### config.mk
export PLATFORM = sky130hd
export DESIGN_NAME = spi_xfer_arbiter_flat
export DESIGN_NICKNAME = d
export VERILOG_FILES = /design/src/rtl/spi_xfer_arbiter_if.sv /design/src/rtl/spi_xfer_arbiter.sv /design/src/flat_wrapper.sv
export SDC_FILE = /design/constraint.sdc
export NUM_CORES = 1
export LEC_CHECK = 0
export CORE_MARGIN = 1.5
export CORE_UTILIZATION = 52
export DETAILED_ROUTE_END_ITERATION = 6
export PLACE_DENSITY = 0.8
export SLEW_MARGIN = 20
export SYNTH_ARGS = -nofsm -noshare
export SYNTH_HDL_FRONTEND = slang
export SYNTH_SLANG_ARGS = --single-unit
### constraint.sdc
create_clock -name clk -period 2.7 [get_ports clk]
set_input_delay 0.27 -clock clk [delete_from_list [all_inputs] [get_ports clk]]
set_output_delay 0.27 -clock clk [all_outputs]
set_load 0.01 [all_outputs]
### src/rtl/spi_xfer_arbiter_if.sv
// Bundle between the two requesters, the SPI arbiter and the SPI pins.
// The arbiter connects through the slave modport; requesters, bench and pins use master.
interface spi_xfer_arbiter_if #(
    parameter int unsigned DW = 16
);
    logic          req0;
    logic          req1;
    logic          sel0;
    logic          sel1;
    logic [DW-1:0] wdata0;
    logic [DW-1:0] wdata1;
    logic          ack0;
    logic          ack1;
    logic          busy;
    logic          done;
    logic          done_id;
    logic [DW-1:0] rdata;
    logic          spi_cs1_l;
    logic          spi_cs2_l;
    logic          sclk;
    logic          mosi;
    logic          miso;

    modport slave (
        input  req0, req1, sel0, sel1, wdata0, wdata1, miso,
        output ack0, ack1, busy, done, done_id, rdata,
        output spi_cs1_l, spi_cs2_l, sclk, mosi
    );

    modport master (
        output req0, req1, sel0, sel1, wdata0, wdata1, miso,
        input  ack0, ack1, busy, done, done_id, rdata,
        input  spi_cs1_l, spi_cs2_l, sclk, mosi
    );
endinterface

### src/rtl/spi_xfer_arbiter.sv
// Two-requester arbiter and mode-0 SPI bit controller owning both chip selects.
// SPI_ARB_ROUND_ROBIN_EN selects round-robin arbitration; otherwise requester 0 has fixed priority.
module spi_xfer_arbiter #(
    parameter int unsigned HALF = 2,
    parameter int unsigned DW   = 16
) (
    input  logic              clk,
    input  logic              reset,
    spi_xfer_arbiter_if.slave bus
);

    localparam int unsigned PW = 8;
    localparam int unsigned BW = 5;
    localparam logic [PW-1:0] PH_RELOAD = PW'(HALF - 1);
    localparam logic [BW-1:0] BIT_TOP   = BW'(DW - 1);

    typedef enum logic [2:0] {S_IDLE, S_SETUP, S_SHIFT, S_HOLD, S_GAP} state_e;

    state_e        state_q, state_d;
    logic [PW-1:0] phase_q, phase_d;
    logic [BW-1:0] bit_q, bit_d;
    logic          sclk_q, sclk_d;
    logic [DW-1:0] tx_q, tx_d;
    logic [DW-1:0] rx_q, rx_d;
    logic          id_q, id_d;
    logic          cs1_l_q, cs1_l_d;
    logic          cs2_l_q, cs2_l_d;
    logic          busy_q, busy_d;
    logic          done_q, done_d;
    logic          done_id_q, done_id_d;
    logic [DW-1:0] rdata_q, rdata_d;

    logic          win_c;
    logic          grant_c;
    logic          sel_c;
    logic [DW-1:0] wdata_c;

`ifdef SPI_ARB_ROUND_ROBIN_EN
    // rr_q names the requester that wins the next tie
    logic rr_q, rr_d;

    assign win_c = (bus.req0 && bus.req1) ? rr_q : bus.req1;
    assign rr_d  = grant_c ? !win_c : rr_q;

    always_ff @(posedge clk) begin
        if (reset) rr_q <= 1'b0;
        else       rr_q <= rr_d;
    end
`else
    assign win_c = !bus.req0;
`endif

    assign grant_c = (state_q == S_IDLE) && !reset && (bus.req0 || bus.req1);
    assign sel_c   = win_c ? bus.sel1   : bus.sel0;
    assign wdata_c = win_c ? bus.wdata1 : bus.wdata0;

    always_ff @(posedge clk) begin
        if (reset) begin
            state_q   <= S_IDLE;
            phase_q   <= '0;
            bit_q     <= '0;
            sclk_q    <= 1'b0;
            tx_q      <= '0;
            rx_q      <= '0;
            id_q      <= 1'b0;
            cs1_l_q   <= 1'b1;
            cs2_l_q   <= 1'b1;
            busy_q    <= 1'b0;
            done_q    <= 1'b0;
            done_id_q <= 1'b0;
            rdata_q   <= '0;
        end else begin
            state_q   <= state_d;
            phase_q   <= phase_d;
            bit_q     <= bit_d;
            sclk_q    <= sclk_d;
            tx_q      <= tx_d;
            rx_q      <= rx_d;
            id_q      <= id_d;
            cs1_l_q   <= cs1_l_d;
            cs2_l_q   <= cs2_l_d;
            busy_q    <= busy_d;
            done_q    <= done_d;
            done_id_q <= done_id_d;
            rdata_q   <= rdata_d;
        end
    end

    // Every phase lasts HALF cycles: phase counter runs HALF-1 down to 0
    always_comb begin
        state_d   = state_q;
        phase_d   = phase_q;
        bit_d     = bit_q;
        sclk_d    = sclk_q;
        tx_d      = tx_q;
        rx_d      = rx_q;
        id_d      = id_q;
        cs1_l_d   = cs1_l_q;
        cs2_l_d   = cs2_l_q;
        busy_d    = busy_q;
        done_d    = 1'b0;
        done_id_d = done_id_q;
        rdata_d   = rdata_q;

        unique case (state_q)
            S_IDLE: begin
                if (grant_c) begin
                    state_d = S_SETUP;
                    phase_d = PH_RELOAD;
                    busy_d  = 1'b1;
                    id_d    = win_c;
                    tx_d    = wdata_c;
                    cs1_l_d = sel_c;
                    cs2_l_d = !sel_c;
                end
            end
            S_SETUP: begin
                if (phase_q == '0) begin
                    state_d = S_SHIFT;
                    phase_d = PH_RELOAD;
                    bit_d   = BIT_TOP;
                end else begin
                    phase_d = phase_q - PW'(1);
                end
            end
            S_SHIFT: begin
                if (phase_q == '0) begin
                    phase_d = PH_RELOAD;
                    sclk_d  = !sclk_q;
                    if (!sclk_q) begin
                        rx_d = {rx_q[DW-2:0], bus.miso};
                    end else begin
                        // falling edge: present the next bit, zero trails after bit 0
                        tx_d = {tx_q[DW-2:0], 1'b0};
                        if (bit_q == '0) state_d = S_HOLD;
                        else             bit_d   = bit_q - BW'(1);
                    end
                end else begin
                    phase_d = phase_q - PW'(1);
                end
            end
            S_HOLD: begin
                if (phase_q == '0) begin
                    state_d   = S_GAP;
                    phase_d   = PH_RELOAD;
                    cs1_l_d   = 1'b1;
                    cs2_l_d   = 1'b1;
                    done_d    = 1'b1;
                    rdata_d   = rx_q;
                    done_id_d = id_q;
                end else begin
                    phase_d = phase_q - PW'(1);
                end
            end
            S_GAP: begin
                if (phase_q == '0) begin
                    state_d = S_IDLE;
                    busy_d  = 1'b0;
                end else begin
                    phase_d = phase_q - PW'(1);
                end
            end
            default: state_d = S_IDLE;
        endcase
    end

    assign bus.ack0      = grant_c && !win_c;
    assign bus.ack1      = grant_c && win_c;
    assign bus.busy      = busy_q;
    assign bus.done      = done_q;
    assign bus.done_id   = done_id_q;
    assign bus.rdata     = rdata_q;
    assign bus.spi_cs1_l = cs1_l_q;
    assign bus.spi_cs2_l = cs2_l_q;
    assign bus.sclk      = sclk_q;
    assign bus.mosi      = tx_q[DW-1];

endmodule

### src/flat_wrapper.sv
// flat-port wrapper written by rule: the top's interface ports become plain ports
module spi_xfer_arbiter_flat 
#(
    parameter int unsigned HALF = 2,
    parameter int unsigned DW   = 16
)
  (clk, reset, bus_req0, bus_req1, bus_sel0, bus_sel1, bus_wdata0, bus_wdata1, bus_miso, bus_ack0, bus_ack1, bus_busy, bus_done, bus_done_id, bus_rdata, bus_spi_cs1_l, bus_spi_cs2_l, bus_sclk, bus_mosi);
  spi_xfer_arbiter_if #(.DW(DW)) bus_i ();
  input  logic clk;
  input  logic reset;
  input wire logic [$bits(bus_i.req0)-1:0] bus_req0;
  input wire logic [$bits(bus_i.req1)-1:0] bus_req1;
  input wire logic [$bits(bus_i.sel0)-1:0] bus_sel0;
  input wire logic [$bits(bus_i.sel1)-1:0] bus_sel1;
  input wire logic [$bits(bus_i.wdata0)-1:0] bus_wdata0;
  input wire logic [$bits(bus_i.wdata1)-1:0] bus_wdata1;
  input wire logic [$bits(bus_i.miso)-1:0] bus_miso;
  output wire logic [$bits(bus_i.ack0)-1:0] bus_ack0;
  output wire logic [$bits(bus_i.ack1)-1:0] bus_ack1;
  output wire logic [$bits(bus_i.busy)-1:0] bus_busy;
  output wire logic [$bits(bus_i.done)-1:0] bus_done;
  output wire logic [$bits(bus_i.done_id)-1:0] bus_done_id;
  output wire logic [$bits(bus_i.rdata)-1:0] bus_rdata;
  output wire logic [$bits(bus_i.spi_cs1_l)-1:0] bus_spi_cs1_l;
  output wire logic [$bits(bus_i.spi_cs2_l)-1:0] bus_spi_cs2_l;
  output wire logic [$bits(bus_i.sclk)-1:0] bus_sclk;
  output wire logic [$bits(bus_i.mosi)-1:0] bus_mosi;
  assign bus_i.req0 = bus_req0;
  assign bus_i.req1 = bus_req1;
  assign bus_i.sel0 = bus_sel0;
  assign bus_i.sel1 = bus_sel1;
  assign bus_i.wdata0 = bus_wdata0;
  assign bus_i.wdata1 = bus_wdata1;
  assign bus_i.miso = bus_miso;
  assign bus_ack0 = bus_i.ack0;
  assign bus_ack1 = bus_i.ack1;
  assign bus_busy = bus_i.busy;
  assign bus_done = bus_i.done;
  assign bus_done_id = bus_i.done_id;
  assign bus_rdata = bus_i.rdata;
  assign bus_spi_cs1_l = bus_i.spi_cs1_l;
  assign bus_spi_cs2_l = bus_i.spi_cs2_l;
  assign bus_sclk = bus_i.sclk;
  assign bus_mosi = bus_i.mosi;
  spi_xfer_arbiter #(.HALF(HALF), .DW(DW)) u_core (.clk(clk), .reset(reset), .bus(bus_i));
endmodule
; Word-level counts from Yosys, hierarchy flattened
; Cells that the tools add are included.
[word_totals]
register_bits = 71
input_bits = 39
output_inout_bits = 25
word_cells = 91
[op_classes]
n_addsub = 2
eq_ne = 13
mux = 32
n_bitwise = 2
n_reduce_logical = 29
[ops]
columns = cell, n
row1 = 16-bit 2-to-1 mux, 4
row2 = 16-bit case mux with 2 select lines, 1
row3 = 8-bit 2-to-1 mux, 3
row4 = 8-bit case mux with 3 select lines, 1
row5 = 3-bit 2-to-1 mux, 7
row6 = 5-bit 2-to-1 mux, 4
row7 = 3-bit case mux with 5 select lines, 1
row8 = "2-bit by 1-bit != test with 1-bit output, second input constant", 7
row9 = 3-bit AND reduction, 4
row10 = 5-bit case mux with 2 select lines, 1
row11 = 8-bit logical NOT, 1
row12 = 2-bit nonzero test, 4
row13 = "8-bit by 1-bit subtractor with 8-bit output, second input constant", 1
row14 = 1-bit 2-to-1 mux, 7
row15 = 7-bit AND reduction, 1
row16 = "3-bit by 2-bit == test with 1-bit output, second input constant", 2
row17 = 1-bit case mux with 2 select lines, 3
row18 = 2-bit AND reduction, 3
row19 = 5-bit logical NOT, 1
row20 = 5-bit AND reduction, 1
row21 = "5-bit by 1-bit subtractor with 5-bit output, second input constant", 1
row22 = 1-bit logical AND, 4
row23 = 1-bit logical NOT, 4
row24 = "2-bit != test, second input constant", 2
row25 = other kinds (9), 10

; Longest topological paths before layout
[logic_depth]
ltp_word = 5
mapped_depth = 9
mapped_depth_nobuf = 6

; Worst setup path before layout
; Ideal clock, no wire load.
[synth_timing]
kind = register to register
from = reg u_core.phase_q[0]
to = reg u_core.rx_q[10]
setup_time_ns = 0.132
arrival_ns = 2.090
t_required_ns = 2.568
setup_slack_ns = 0.478
path_stages_with_launch = 10
n_path_buf = 3
period_less_slack_ns = 2.222
cell_sequence = dfxtp_1 > inv_1 > ha_1 > or3b_2 > clkbuf_1 > or4_4 > buf_6 > buf_6 > nand2_1 > a21oi_1
[synth_between]
elab_chain_len = 2
[synth_rtl]
columns = element, line
row1 = "start, declared", spi_xfer_arbiter.sv:20  ; logic [PW-1:0] phase_q, phase_d;
row2 = "start signal, assigned", spi_xfer_arbiter.sv:74  ; phase_q <= phase_d;
row3 = 8-bit logical NOT, spi_xfer_arbiter.sv:127  ; if (phase_q == '0) begin
row4 = 3-bit AND reduction (no line), -
row5 = "end signal, assigned", spi_xfer_arbiter.sv:78  ; rx_q <= rx_d;
row6 = "end, declared", spi_xfer_arbiter.sv:24  ; logic [DW-1:0] rx_q, rx_d;
; No other way between the ends.
; A chain may end at the register's enable or synchronous reset.

; Worst setup path in the final report
[layout_timing]
from = reg u_core.state_q[2]
to = out bus_ack1
[layout_between]
elab_chain_len = 4
[layout_rtl]
columns = element, line
row1 = "start, declared", spi_xfer_arbiter.sv:19  ; state_e state_q, state_d;
row2 = "start signal, assigned", spi_xfer_arbiter.sv:73  ; state_q <= state_d;
row3 = 3-bit logical NOT, spi_xfer_arbiter.sv:53  ; assign grant_c = (state_q == S_IDLE) && !reset && (bus.req0 || bus.req1);
row4 = 1-bit logical AND (2 in series), spi_xfer_arbiter.sv:53
row5 = 1-bit logical AND, spi_xfer_arbiter.sv:168  ; assign bus.ack1 = grant_c && win_c;
row6 = "end, declared", flat_wrapper.sv:19  ; output wire logic [$bits(bus_i.ack1)-1:0] bus_ack1;
; No other way between the ends.

==> summary.log <==
INFO  run_status     status=complete, no violations
INFO  worst_setup_path critPathMaxFanout=16
INFO  yosys          largest_family_of_logic_cells_by_synthesized_area=simple AND/OR/NAND/NOR gates
INFO  placement      hpwlAfterDp=5110um
INFO  final_layout   layout.nets=491
INFO  global_route   busiest_layer=met2
INFO  pwr            peakVddDrop=0.567mV
INFO  hold_path      worstHoldStart=reset
INFO  final_layout   area.sequential=1420um2
INFO  placement      dp.cells=515
INFO  final_layout   postLayoutCellArea=4290um2
INFO  clocking       clock-root-buffer=sky130_fd_sc_hd__clkbuf_8
INFO  global_route   grt_max_degree=65
INFO  floorplan      die_height=84.1um
INFO  floorplan      core_region_area=6350um2
INFO  sta            max_clock_freq=416MHz
INFO  global_route   track_usage=0.216
INFO  pwr            power-per-cell-area=869nW/um2
INFO  sta            worst_margin_slew=713ps
INFO  global_route   gr-usage-met1=0.274
INFO  yosys          synth.net_count=442
INFO  yosys          synth_top_cells_by_area=sky130_fd_sc_hd__dfxtp_1, sky130_fd_sc_hd__mux2i_1, sky130_fd_sc_hd__a21oi_1, sky130_fd_sc_hd__a221o_1, sky130_fd_sc_hd__nand2_1
INFO  sta            skew=9.49ps
INFO  routing        number_of_drc_markers_in_iteration_0=201
INFO  floorplan      floorplan.die.width=84.1um
INFO  worst_setup_path timing.critical_path.from_type=register
INFO  routing        viasPerCell=5.78
INFO  clocking       clock_slew_at_reported_path_ffs=80ps
INFO  worst_setup_path timing.critical_path.to_type=primary output
INFO  final_layout   layoutNonFillerInstCount=531
INFO  clocking       cts_setup_buffers=0
INFO  yosys          yosys.area_share.xor_xnor=0.00256
INFO  hold_path      worstHoldPathCells=4
INFO  yosys          count_of_different_cell_masters_after_synthesis=49
INFO  placement      placedInstanceArea=4060um2
INFO  yosys          post_synthesis_average_cell_area=8.56um2
INFO  run            drv.max_cap_violation_count=0
INFO  routing        drc_errors=0
INFO  yosys          synth_compound_gate_area_share=0.216
INFO  floorplan      die-area=7080um2
INFO  final_layout   area_growth=25.3%
INFO  clocking       cts_tree=built
INFO  sta            grt_setup_unrepaired=false
INFO  pwr            power_leakage=1.60nW
INFO  yosys          synthMuxAreaShare=0.0706
INFO  yosys          yosys_warnings=0
INFO  worst_setup_path critPathRequiredTime=2430ps
INFO  yosys          synth_adder_area_share=0.0110
INFO  yosys          post_syn_area=3420um2
INFO  yosys          synth-simple-area-share=0.220
INFO  final_layout   fillers=514
INFO  clocking       h-tree-depth=3
INFO  worst_setup_path worstReg2RegStart=u_core.phase_q[0]
INFO  worst_setup_path cells_along_the_critical_path=nor3_1, nand2_1, nor2_1, clkdlybuf4s50_1
INFO  worst_setup_path worstSetupPathType=register to primary output
INFO  routing        postRouteAntennaNets=0
INFO  clocking       cts_inserted_buffers=9
INFO  floorplan      ios=64
INFO  sta            tns=0ps
INFO  worst_setup_path r2r_slack=380ps
INFO  worst_setup_path critPathLaunch=u_core.state_q[2]
INFO  yosys          postSynth.asyncResetShare=0
INFO  final_layout   area_taken_by_multi_input_logic_gates=1780um2
INFO  pwr            fin_total_pwr=0.00373W
INFO  yosys          synth_enable_flop_cells=0
INFO  placement      routabilityCongestion=0.856
INFO  clocking       ctsHoldBuffers=0
INFO  global_route   use_met2=0.358
INFO  sta            timing.final.setup_violations=0
INFO  worst_setup_path r2r-end=u_core.state_q[0]
INFO  worst_setup_path register_to_register_path_depth=6
INFO  hold_path      hold_path_end=u_core.bus.busy
INFO  yosys          yosys_most_used_dff=sky130_fd_sc_hd__dfxtp_1
INFO  sta            number_of_pins_exceeding_their_max_slew_limit_in_the_final_report=0
INFO  routing        drt_pass1_iterations=5
INFO  routing        avgRoutedWirePerCell=14.2um
INFO  sta            slew_headroom=0.521
INFO  clocking       post_cts_resize_count=0
INFO  clocking       worstSkewPairLatency=340ps
INFO  yosys          yosys.area.top_type=sky130_fd_sc_hd__dfxtp_1
INFO  placement      count_of_buffers_inserted_at_the_top_level_ports=63
INFO  global_route   grt_pass1_vias=2,779
INFO  worst_setup_path critPathSlowestCell=sky130_fd_sc_hd__clkdlybuf4s50_1
INFO  yosys          postSynthRegisterBits=71
INFO  final_layout   antenna_cells_inserted=0
INFO  worst_setup_path worst_path_largest_cell_delay=540ps
INFO  final_layout   layout-drive-gt1-share=0.0771
INFO  global_route   number_of_antenna_violations_at_the_first_check_in_global_routing=0
INFO  worst_setup_path crit_arrival=2140ps
INFO  yosys          synth_seq_area_share=0.415
INFO  global_route   grtUsageMet3=0.0504
INFO  clocking       cts.sinks=71
INFO  floorplan      rows=29
INFO  hold_path      min-delay-path-class=input port to register
INFO  routing        routed-via-count=3,069
INFO  global_route   overflow=0
INFO  sta            finalCritPeriodShare=0.891
INFO  sta            min_period=2410ps
INFO  clocking       clock_path_buffers=2
INFO  routing        routed_wirelength=7540um
INFO  yosys          synthesis.instances=400
INFO  global_route   grt_pass1_wl=12,600um
INFO  sta            timing.final.hold_violations=0
INFO  floorplan      floorplan.initialDensity=0.539
INFO  yosys          synth_top_area_share=0.415
-- registers in the layout (all words and copies together), names as in the netlist --
signal,cells
u_core.bus.rdata,16
u_core.rx_q,16
u_core.bit_q,5
u_core.bus.spi_cs2_l,1
u_core.bus.done_id,1
u_core.bus.busy,1
u_core.phase_q,8
u_core.tx_q,16
u_core.id_q,1
u_core.bus.sclk,1
u_core.bus.done,1
u_core.bus.spi_cs1_l,1
u_core.state_q,3
-- metal layers --
metal,share of wire,vias to the layer above
met5,0,-
met4,0.011,0
met3,0.044,11
met2,0.49,86
met1,0.45,1429
li1,-,1543
-- power by group --
group / switching [W] / total (W) / internal, W
registers: 0.000178 / 0.00139 / 0.00121
clock network: 0.000410 / 0.000961 / 0.000550
logic: 0.000793 / 0.00138 / 0.000585
-- Yosys cell counts (2+ instances only) --
library cell and n:
sky130_fd_sc_hd__dfxtp_1 71, sky130_fd_sc_hd__a21oi_1 44, sky130_fd_sc_hd__nand2_1 39, sky130_fd_sc_hd__clkbuf_1 25, sky130_fd_sc_hd__nand3_1 24, sky130_fd_sc_hd__mux2i_1 23, sky130_fd_sc_hd__nor2_1 21, sky130_fd_sc_hd__inv_1 20
sky130_fd_sc_hd__a211oi_1 19, sky130_fd_sc_hd__nor2b_1 16, sky130_fd_sc_hd__a221o_1 15, sky130_fd_sc_hd__nor3_1 7, sky130_fd_sc_hd__a21o_1 5, sky130_fd_sc_hd__buf_2 5, sky130_fd_sc_hd__nand2b_1 5, sky130_fd_sc_hd__nand3b_1 4
sky130_fd_sc_hd__nor4b_1 4, sky130_fd_sc_hd__o21ai_0 4, sky130_fd_sc_hd__or3b_2 4, sky130_fd_sc_hd__a311oi_1 3, sky130_fd_sc_hd__ha_1 3, sky130_fd_sc_hd__nand4_1 3, sky130_fd_sc_hd__o21bai_1 3, sky130_fd_sc_hd__or4_1 3
sky130_fd_sc_hd__a31oi_1 2, sky130_fd_sc_hd__buf_6 2, sky130_fd_sc_hd__nor3b_1 2, sky130_fd_sc_hd__o31ai_1 2, sky130_fd_sc_hd__o32a_1 2
-- cells by family (layout without fill, tap and decap cells) --
family	Yosys count	in the layout
simple gates	141	141
mux	24	24
fa+ha+maj	3	3
xor+xnor	1	1
buf+inv	53	107
flops	71	71
compound gates	107	107
-- worst max-delay path, delay by kind of cell (launching register included) --
kind,cells,cell delay (ps)
simple gates,3,790
buf+inv,1,540
flops,1,460
-- stage by stage --
stage          utilization  setup WS (ps)  hold WS, ps
2_1_floorplan            -            478          410
3_3_place_gp         0.639            512          440
3_5_place_dp         0.639            447          455
4_1_cts              0.675            303          309
5_1_grt              0.675           14.4          364
6_report             0.675            295          320
-- layout make-up --
| cell class | count | share of cell area |
|---|---|---|
| clock buffer | 10 | 0.0321 |
| clock inverter | 6 | 0.0213 |
| inverter | 20 | 0.0175 |
| multi-input combinational | 276 | 0.415 |
| sequential | 71 | 0.331 |
| tap | 77 | 0.0225 |
| timing repair buffer | 71 | 0.160 |
-- worst max path at each step --
stage	end	cells after the start	slack, ps
3_5_place_dp	u_core.state_q[0]	6	450
2_1_floorplan	u_core.rx_q[10]	9	480
4_1_cts	bus_ack1	4	300
5_1_grt	u_core.state_q[0]	6	10
6_report	bus_ack1	4	290
3_3_place_gp	u_core.rx_q[11]	6	510
-- placed cells by master, fill, tap and decap left out, drive strengths merged, types with 4 or more instances in the layout --
master / netlist / layout
a211oi: 19 / 19
a21o: 5 / 5
a21oi: 44 / 44
a221o: 15 / 15
buf: 8 / 9
clkbuf: 25 / 10
clkdlybuf4s50: 0 / 62
dfxtp: 71 / 71
inv: 20 / 21
mux2i: 23 / 23
nand2: 39 / 39
nand2b: 5 / 5
nand3: 24 / 24
nand3b: 4 / 4
nor2: 21 / 21
nor2b: 16 / 16
nor3: 7 / 7
nor4b: 4 / 4
o21ai: 4 / 4
or3b: 4 / 4
or4: 4 / 4
(Power assumes the default switching activity.)
